--- src/rtl/set_hit_counter.sv ---
// set_hit_counter: scores a stream of candidates against a configurable set-membership
// predicate and accumulates a saturating per-run hit count with a completion pulse.
module set_hit_counter #(
  parameter int NSETS = 3,
  parameter int CNT_W = 8,
  parameter int K_W   = 4
) (
  input  logic             clk,
  input  logic             rst,
  input  logic             start_i,
  input  logic [2:0]       mode_i,
  input  logic [NSETS-1:0] mask_i,
  input  logic [K_W-1:0]   k_i,
  input  logic             valid_i,
  input  logic [NSETS-1:0] covered_i,
  input  logic             last_i,
  output logic             ready_o,
  output logic             hit_o,
  output logic             hit_valid_o,
  output logic [CNT_W-1:0] count_o,
  output logic             ovf_o,
  output logic             busy_o,
  output logic             done_o
);

  // state | meaning
  // IDLE  | waiting for start_i, count held from previous run
  // RUN   | accepting candidates
  // FLUSH | last candidate in the stage register being scored
  // DONE  | count final, one-cycle done pulse
  typedef enum logic [1:0] {S_IDLE, S_RUN, S_FLUSH, S_DONE} state_t;

  localparam logic [2:0] M_ANY     = 3'd0;
  localparam logic [2:0] M_ALL     = 3'd1;
  localparam logic [2:0] M_PARITY  = 3'd2;
  localparam logic [2:0] M_EXACT   = 3'd3;
  localparam logic [2:0] M_ATLEAST = 3'd4;

  localparam logic [CNT_W-1:0] CNT_MAX = '1;
  localparam logic [CNT_W-1:0] CNT_ONE = CNT_W'(1);

  state_t r_state;
  state_t w_state_nxt;

  logic [2:0]       r_mode;
  logic [NSETS-1:0] r_mask;
  logic [K_W-1:0]   r_k;
  logic             r_hit;
  logic             r_hit_valid;
  logic [CNT_W-1:0] r_count;
  logic             r_ovf;

  logic             w_start;
  logic             w_accept;
  logic             w_hit;
  logic [NSETS-1:0] w_masked;
  logic [K_W-1:0]   w_pop;

  assign w_masked = covered_i & r_mask;

  // K_W is wide enough to hold NSETS, so the popcount cannot wrap
  always_comb begin
    w_pop = '0;
    for (int i = 0; i < NSETS; i++) begin
      w_pop = w_pop + K_W'(w_masked[i]);
    end
  end

  always_comb begin
    w_hit = 1'b0;
    case (r_mode)
      M_ANY:     w_hit = |w_masked;
      M_ALL:     w_hit = (w_masked == r_mask) && (|r_mask);
      M_PARITY:  w_hit = ^w_masked;
      M_EXACT:   w_hit = (w_pop == r_k);
      M_ATLEAST: w_hit = (w_pop >= r_k);
      default:   w_hit = 1'b0;
    endcase
  end

  always_comb begin
    w_state_nxt = r_state;
    w_start     = 1'b0;
    ready_o     = 1'b0;
    busy_o      = 1'b0;
    done_o      = 1'b0;
    case (r_state)
      S_IDLE: begin
        if (start_i) begin
          w_start     = 1'b1;
          w_state_nxt = S_RUN;
        end
      end
      S_RUN: begin
        ready_o = 1'b1;
        busy_o  = 1'b1;
        if (valid_i && last_i) begin
          w_state_nxt = S_FLUSH;
        end
      end
      S_FLUSH: begin
        busy_o      = 1'b1;
        w_state_nxt = S_DONE;
      end
      S_DONE: begin
        done_o = 1'b1;
        if (start_i) begin
          w_start     = 1'b1;
          w_state_nxt = S_RUN;
        end else begin
          w_state_nxt = S_IDLE;
        end
      end
      default: w_state_nxt = S_IDLE;
    endcase
  end

  assign w_accept = valid_i & ready_o;

  always_ff @(posedge clk or posedge rst) begin
    if (rst) begin
      r_state <= S_IDLE;
    end else begin
      r_state <= w_state_nxt;
    end
  end

  always_ff @(posedge clk or posedge rst) begin
    if (rst) begin
      r_mode <= '0;
      r_mask <= '0;
      r_k    <= '0;
    end else if (w_start) begin
      r_mode <= mode_i;
      r_mask <= mask_i;
      r_k    <= k_i;
    end
  end

  always_ff @(posedge clk or posedge rst) begin
    if (rst) begin
      r_hit       <= 1'b0;
      r_hit_valid <= 1'b0;
    end else begin
      r_hit_valid <= w_accept;
      if (w_accept) begin
        r_hit <= w_hit;
      end
    end
  end

  // The count trails the hit stage by one cycle; no hit is in flight when a start is taken.
  always_ff @(posedge clk or posedge rst) begin
    if (rst) begin
      r_count <= '0;
      r_ovf   <= 1'b0;
    end else if (w_start) begin
      r_count <= '0;
      r_ovf   <= 1'b0;
    end else if (r_hit_valid && r_hit) begin
      if (r_count == CNT_MAX) begin
        r_ovf <= 1'b1;
      end else begin
        r_count <= r_count + CNT_ONE;
      end
    end
  end

  assign hit_o       = r_hit;
  assign hit_valid_o = r_hit_valid;
  assign count_o     = r_count;
  assign ovf_o       = r_ovf;

endmodule

--- config.mk ---
export PLATFORM = sky130hd
export DESIGN_NAME = set_hit_counter
export DESIGN_NICKNAME = d
export VERILOG_FILES = /design/src/rtl/set_hit_counter.sv
export SDC_FILE = /design/constraint.sdc
export NUM_CORES = 1
export LEC_CHECK = 0
export ABC_AREA = 0
export ABC_CLOCK_PERIOD_IN_PS = 3000
export CAP_MARGIN = 10
export CORE_ASPECT_RATIO = 0.7
export CORE_MARGIN = 5
export CORE_UTILIZATION = 40
export CTS_BUF_LIST = sky130_fd_sc_hd__clkbuf_2
export DETAILED_ROUTE_END_ITERATION = 10
export GPL_TIMING_DRIVEN = 0
export PLACE_DENSITY = 0.7
export SLEW_MARGIN = 20
export SYNTH_ARGS = -nofsm -noshare
export SYNTH_HDL_FRONTEND = slang
export SYNTH_SLANG_ARGS = --single-unit
--- constraint.sdc ---
create_clock -name clk -period 3 [get_ports clk]
set_input_delay 0.6 -clock clk [delete_from_list [all_inputs] [get_ports clk]]
set_output_delay 0.6 -clock clk [all_outputs]
set_load 0.05 [all_outputs]
[Yosys cells after proc, flatten, opt, wreduce, memory -nomap -nowiden]
Cells that the tools add are included.
Widths: inputs -> output; s select.
Word-level totals
  bits in registers: 23
  input port bits: 18
  output and inout port bits: 14
  logic and storage cells: 58
Cells by class
  add/sub/neg operators: 3
  magnitude comparators: 1
  eq/ne operators: 13
  muxes and demuxes: 16
  bitwise operators: 2
  reduce and logical (&&, ||, !) cells: 15
Operators by type and width (number)
  $mux 8: 3
  $mux 1: 9
  $add 8x1->8 const B: 1
  $eq 8x8->1 const B: 1
  $pmux 2 s4: 1
  $eq 3x2->1 const B: 2
  $ne 2x2->1 const B: 3
  $reduce_and 2->1: 3
  $reduce_or 3->1: 2
  $pmux 1 s5: 1
  $eq 2x2->1 const B: 2
  $eq 3x4->1: 1
  $ge 3x4->1: 1
  $mux 2: 2
  $reduce_bool 2->1: 2
  $reduce_or 2->1: 2
  $add 2x1->3: 1
  $and 3x3->3: 1
  $eq 3x1->1 const B: 1
  $eq 3x3->1: 1
  $eq 3x3->1 const B: 1
  $logic_and 1x1->1: 3
  $logic_not 3->1: 1
  $reduce_xor 3->1: 1
  other kinds (4): 4

[Depth between registers and ports, before layout]
  word-level depth: 5
  mapped depth: 8
  mapped depth without buffers: 8

[Least setup slack after synthesis]
Ideal clock, no wire load.
  path type: input port to flip-flop
  from: in covered_i[0]
  to: reg r_hit, in the netlist hit_o
  setup time: 132 ps
  data arrival time: 2012 ps
  setup slack: 855 ps
  stages on the path: 7
  path buffers: 0
  path through: nand2_1 -> fa_1 -> ha_1 -> nand2b_1 -> a21o_1 -> a211oi_1 -> o21ai_0
On the way
  word-level cells in the longest chain between the ends: 5
  elaborated cells between the ends (all ways): 10
RTL lines
  start, declared: line 15  | input logic [NSETS-1:0] covered_i,
  $and 3x3->3 *: line 59  | assign w_masked = covered_i & r_mask;
  $add 1x1->2: line 65  | w_pop = w_pop + K_W'(w_masked[i]);
  $add 2x1->3: line 65
  $ge 3x4->1 or $eq 3x4->1 (tied branches): line 76, 75
  $pmux 1 s5 *: line 71  | case (r_mode)
  end signal, assigned: line 147  | r_hit <= w_hit;
  end, declared: line 48  | logic r_hit;
Every way passes the cells marked *; elsewhere a longest branch is shown, timed or not.
A chain may end at the register's enable or synchronous reset.

[Final worst setup path]
  from: reg r_state[0]
  to: out busy_o
On the way
  word-level cells in the longest chain between the ends: 3
  elaborated cells between the ends (all ways): 4
RTL lines
  start, declared: line 42  | state_t r_state;
  start signal, assigned: line 124  | r_state <= w_state_nxt;
  $eq 2x1->1 or $eq 2x2->1 (tied branches): line 87  | case (r_state)
  $reduce_or 2->1 (no line) *
  $mux 1 *: line 87
  end, declared: line 22  | output logic busy_o,
Marked as above.

==> reports/summary.txt <==
Min Tclk post-route = 2.61 ns
#FFs+latches synth = 23
Crit Reg-Reg Startpoint = r_mask[0]
Post-Syn Nets = 149
Cts repair resizes = 0
Vias per cell = 5.41
Setup bufs post-CTS = 0
Fin. max-slew vios = 0
RSZ-0062 raised after global routing = false
Initial antenna violation count = 0
Routability-driven placement congestion ratio = 0.841
Layout cell share with drive strength beyond 1 = 12.1%
CTS buffer count = 3
Synth Cell Area = 1260 µm²
Worst-Margin Slew = 0.890 ns
Commonest cells post-synth = dfrtp_1, nand2_1, inv_1, mux2_2, ha_1
Achievable Freq = 0.383 GHz
Met3 GRT Util = 4.57%
DR WL/cell = 14.5 µm
FF-to-FF setup slack = 0.91 ns
TNS Setup = 0 ns
Vias in the first global route = 1039
R2R depth = 7
DRT antenna net count = 0
Synth unique cells = 35
Crit-path slowest cell = clkdlybuf4s50_1
Met1 global-route usage = 17.8%
Synth top area share = 45.6%
CTS sink count = 23
Final setup viols = 0
Crit path required time = 2.40 ns
Post-synth EDFFs = 0
Worst hold start = r_k[2]
Final Util = 53.1%
Setup crit start kind = flop
Hold depth = 1
R2r endpoint = hit_o
GR Util met2 = 20.8%
First-pass GRT wire length = 4.80 mm
Synth top area cells = dfrtp_1, mux2_2, ha_1
Placed cell count = 191
TritonCTS clock tree = done
TritonRoute pass-1 iters = 4
Width of the die = 77.1 µm
Fin crit share = 87.1%
Nets = 185
Post-synth top flop = dfrtp_1
Initial DRC Count = 63
Fillers = 266
Longest Clk Path Bufs = 2
Worst IR drop on VDD = 0.859 mV
Cts hold-fix bufs = 0
Worst-path clk slew = 0.21 ns
Maximum fanout along the worst path = 4
Clock Tree Root = clkbuf_2
DP Area = 1620 µm²
Die area = 4390 µm²
Clock latency on the worst-skew pair = 0.33 ns
Total track usage = 13.6%
Hold Violations, Final = 0
Synth Instances = 122
Busiest grt layer = met2
Synth area leader = dfrtp_1
Pin count of the biggest net entering global routing = 24
WS Path Type = reg -> out
Pwr/cell area = 831 nW/µm²
Sequential element share of the synthesized area = 45.6%
Status = complete, no violations
Mapped Avg Cell Area = 10.3 µm²
Yosys warning count = 0
Async SR Flop Fraction = 100%
Layout overhead on the synthesized area = 30.0%
Count leader, synth = dfrtp_1
# port buffers = 31
LEAKAGE = 0.714 nW
Fin Clk Skew = 0.00623 ns
DRC = 0
Detailed Route WL = 2.83 mm
Post-route design area = 1640 µm²
Hold Crit Class = reg -> reg
Core box area = 3080 µm²
Worst Hold End = r_k[2]
GRT Residual Overflow = 0
# IOs = 32
Initial Utilization = 40.9%
Max_slew headroom = 40.6%
Setup crit end kind = output port
H-Tree Depth = 1
Worst Path Arrival = 2.01 ns
Maxcap violations = 0
Vias after detailed routing = 1055
Crit path cell chain = inv_1, ha_1, clkdlybuf4s50_1
Antenna fix cells = 0
Max stage delay on crit path = 0.81 ns
DPL Wire Length = 2.19 mm
Fin cells = 195
Die H = 57.0 µm
FP Rows = 17
## power breakdown
part | switching [W] | internal (W)
sequential | 0.0000974 | 0.000410
combinational | 0.000413 | 0.000314
clock | 0.0000917 | 0.0000353
total | 0.000602 | 0.000760
## critical path, delay by kind of cell, from the launching register on
kind	cells	cell delay, ns
flops	1	0.44
fa+ha+maj	1	0.33
buf+inv	2	0.91
## area by class of cell
type	count	area [µm²]	share of cell area [%]
inverters	9	33.8	2.06
clock buffers	4	20.0	1.22
flip-flops and latches	23	576	35.1
well taps	38	47.5	2.90
repair buffers	31	310	18.9
plain buffers	2	8.76	0.534
multi-input cells	88	643	39.2
## cell families (layout without fill, tap and decap cells)
family                     count (synthesis)  after routing  synth area share (%)
and+or+nand+nor                           44             44                  18.2
AOI/OAI and AO/OA                         23             23                  13.1
DFF                                       23             23                  45.6
buffers and inverters                     11             46                  3.37
muxes                                     10             10                  8.83
adders and majority gates                  9              9                  9.52
xor gates and xnor gates                   2              2                  1.39
## layer usage
layer,vias to the layer above,wire (µm)
met1,506,1330
met3,8,143
met2,34,1290
met5,-,0
met4,0,63
li1,507,-
## registers in the layout, indices dropped and copies added, names as in the netlist
| name | flops |
|---|---|
| hit_o | 1 |
| r_mask | 3 |
| count_o | 8 |
| r_mode | 3 |
| hit_valid_o | 1 |
| ovf_o | 1 |
| r_k | 4 |
| r_state | 2 |
## cells in the final DEF (no fill, tap or decap), types with 2 or more instances in the layout
cell type / n
a211oi_1: 2
a21oi_1: 6
a31oi_1: 4
and4b_1: 2
clkbuf_2: 4
clkdlybuf4s50_1: 31
dfrtp_1: 23
ha_1: 8
inv_1: 9
mux2_2: 9
nand2_1: 14
nand3_1: 2
nor2_1: 7
nor2b_1: 2
nor3_1: 7
nor4_1: 2
o21ai_0: 4
xor2_1: 2
## metrics by stage
| step | hold slack [ns] | setup slack, ns | total power [W] |
|---|---|---|---|
| 2_1_floorplan | 0.472 | 0.855 | 0.00103 |
| 4_1_cts | 0.537 | 0.354 | 0.00137 |
| 5_1_grt | 0.563 | 0.273 | 0.00147 |
| 6_report | 0.528 | 0.386 | 0.00136 |
| 3_3_place_gp | 0.482 | 0.298 | 0.00121 |
| 3_5_place_dp | 0.492 | 0.220 | 0.00124 |
## worst max path at each step
stage | start | to | slack [ns] | depth (start not counted)
floorplan | covered_i[0] | hit_o | 0.86 | 7
global placement | covered_i[0] | hit_o | 0.30 | 8
detailed placement | covered_i[0] | hit_o | 0.22 | 8
CTS | r_state[0] | busy_o | 0.35 | 3
global route | r_state[0] | busy_o | 0.27 | 3
finish | r_state[0] | busy_o | 0.39 | 3
Power figures use the tool's default switching activity.
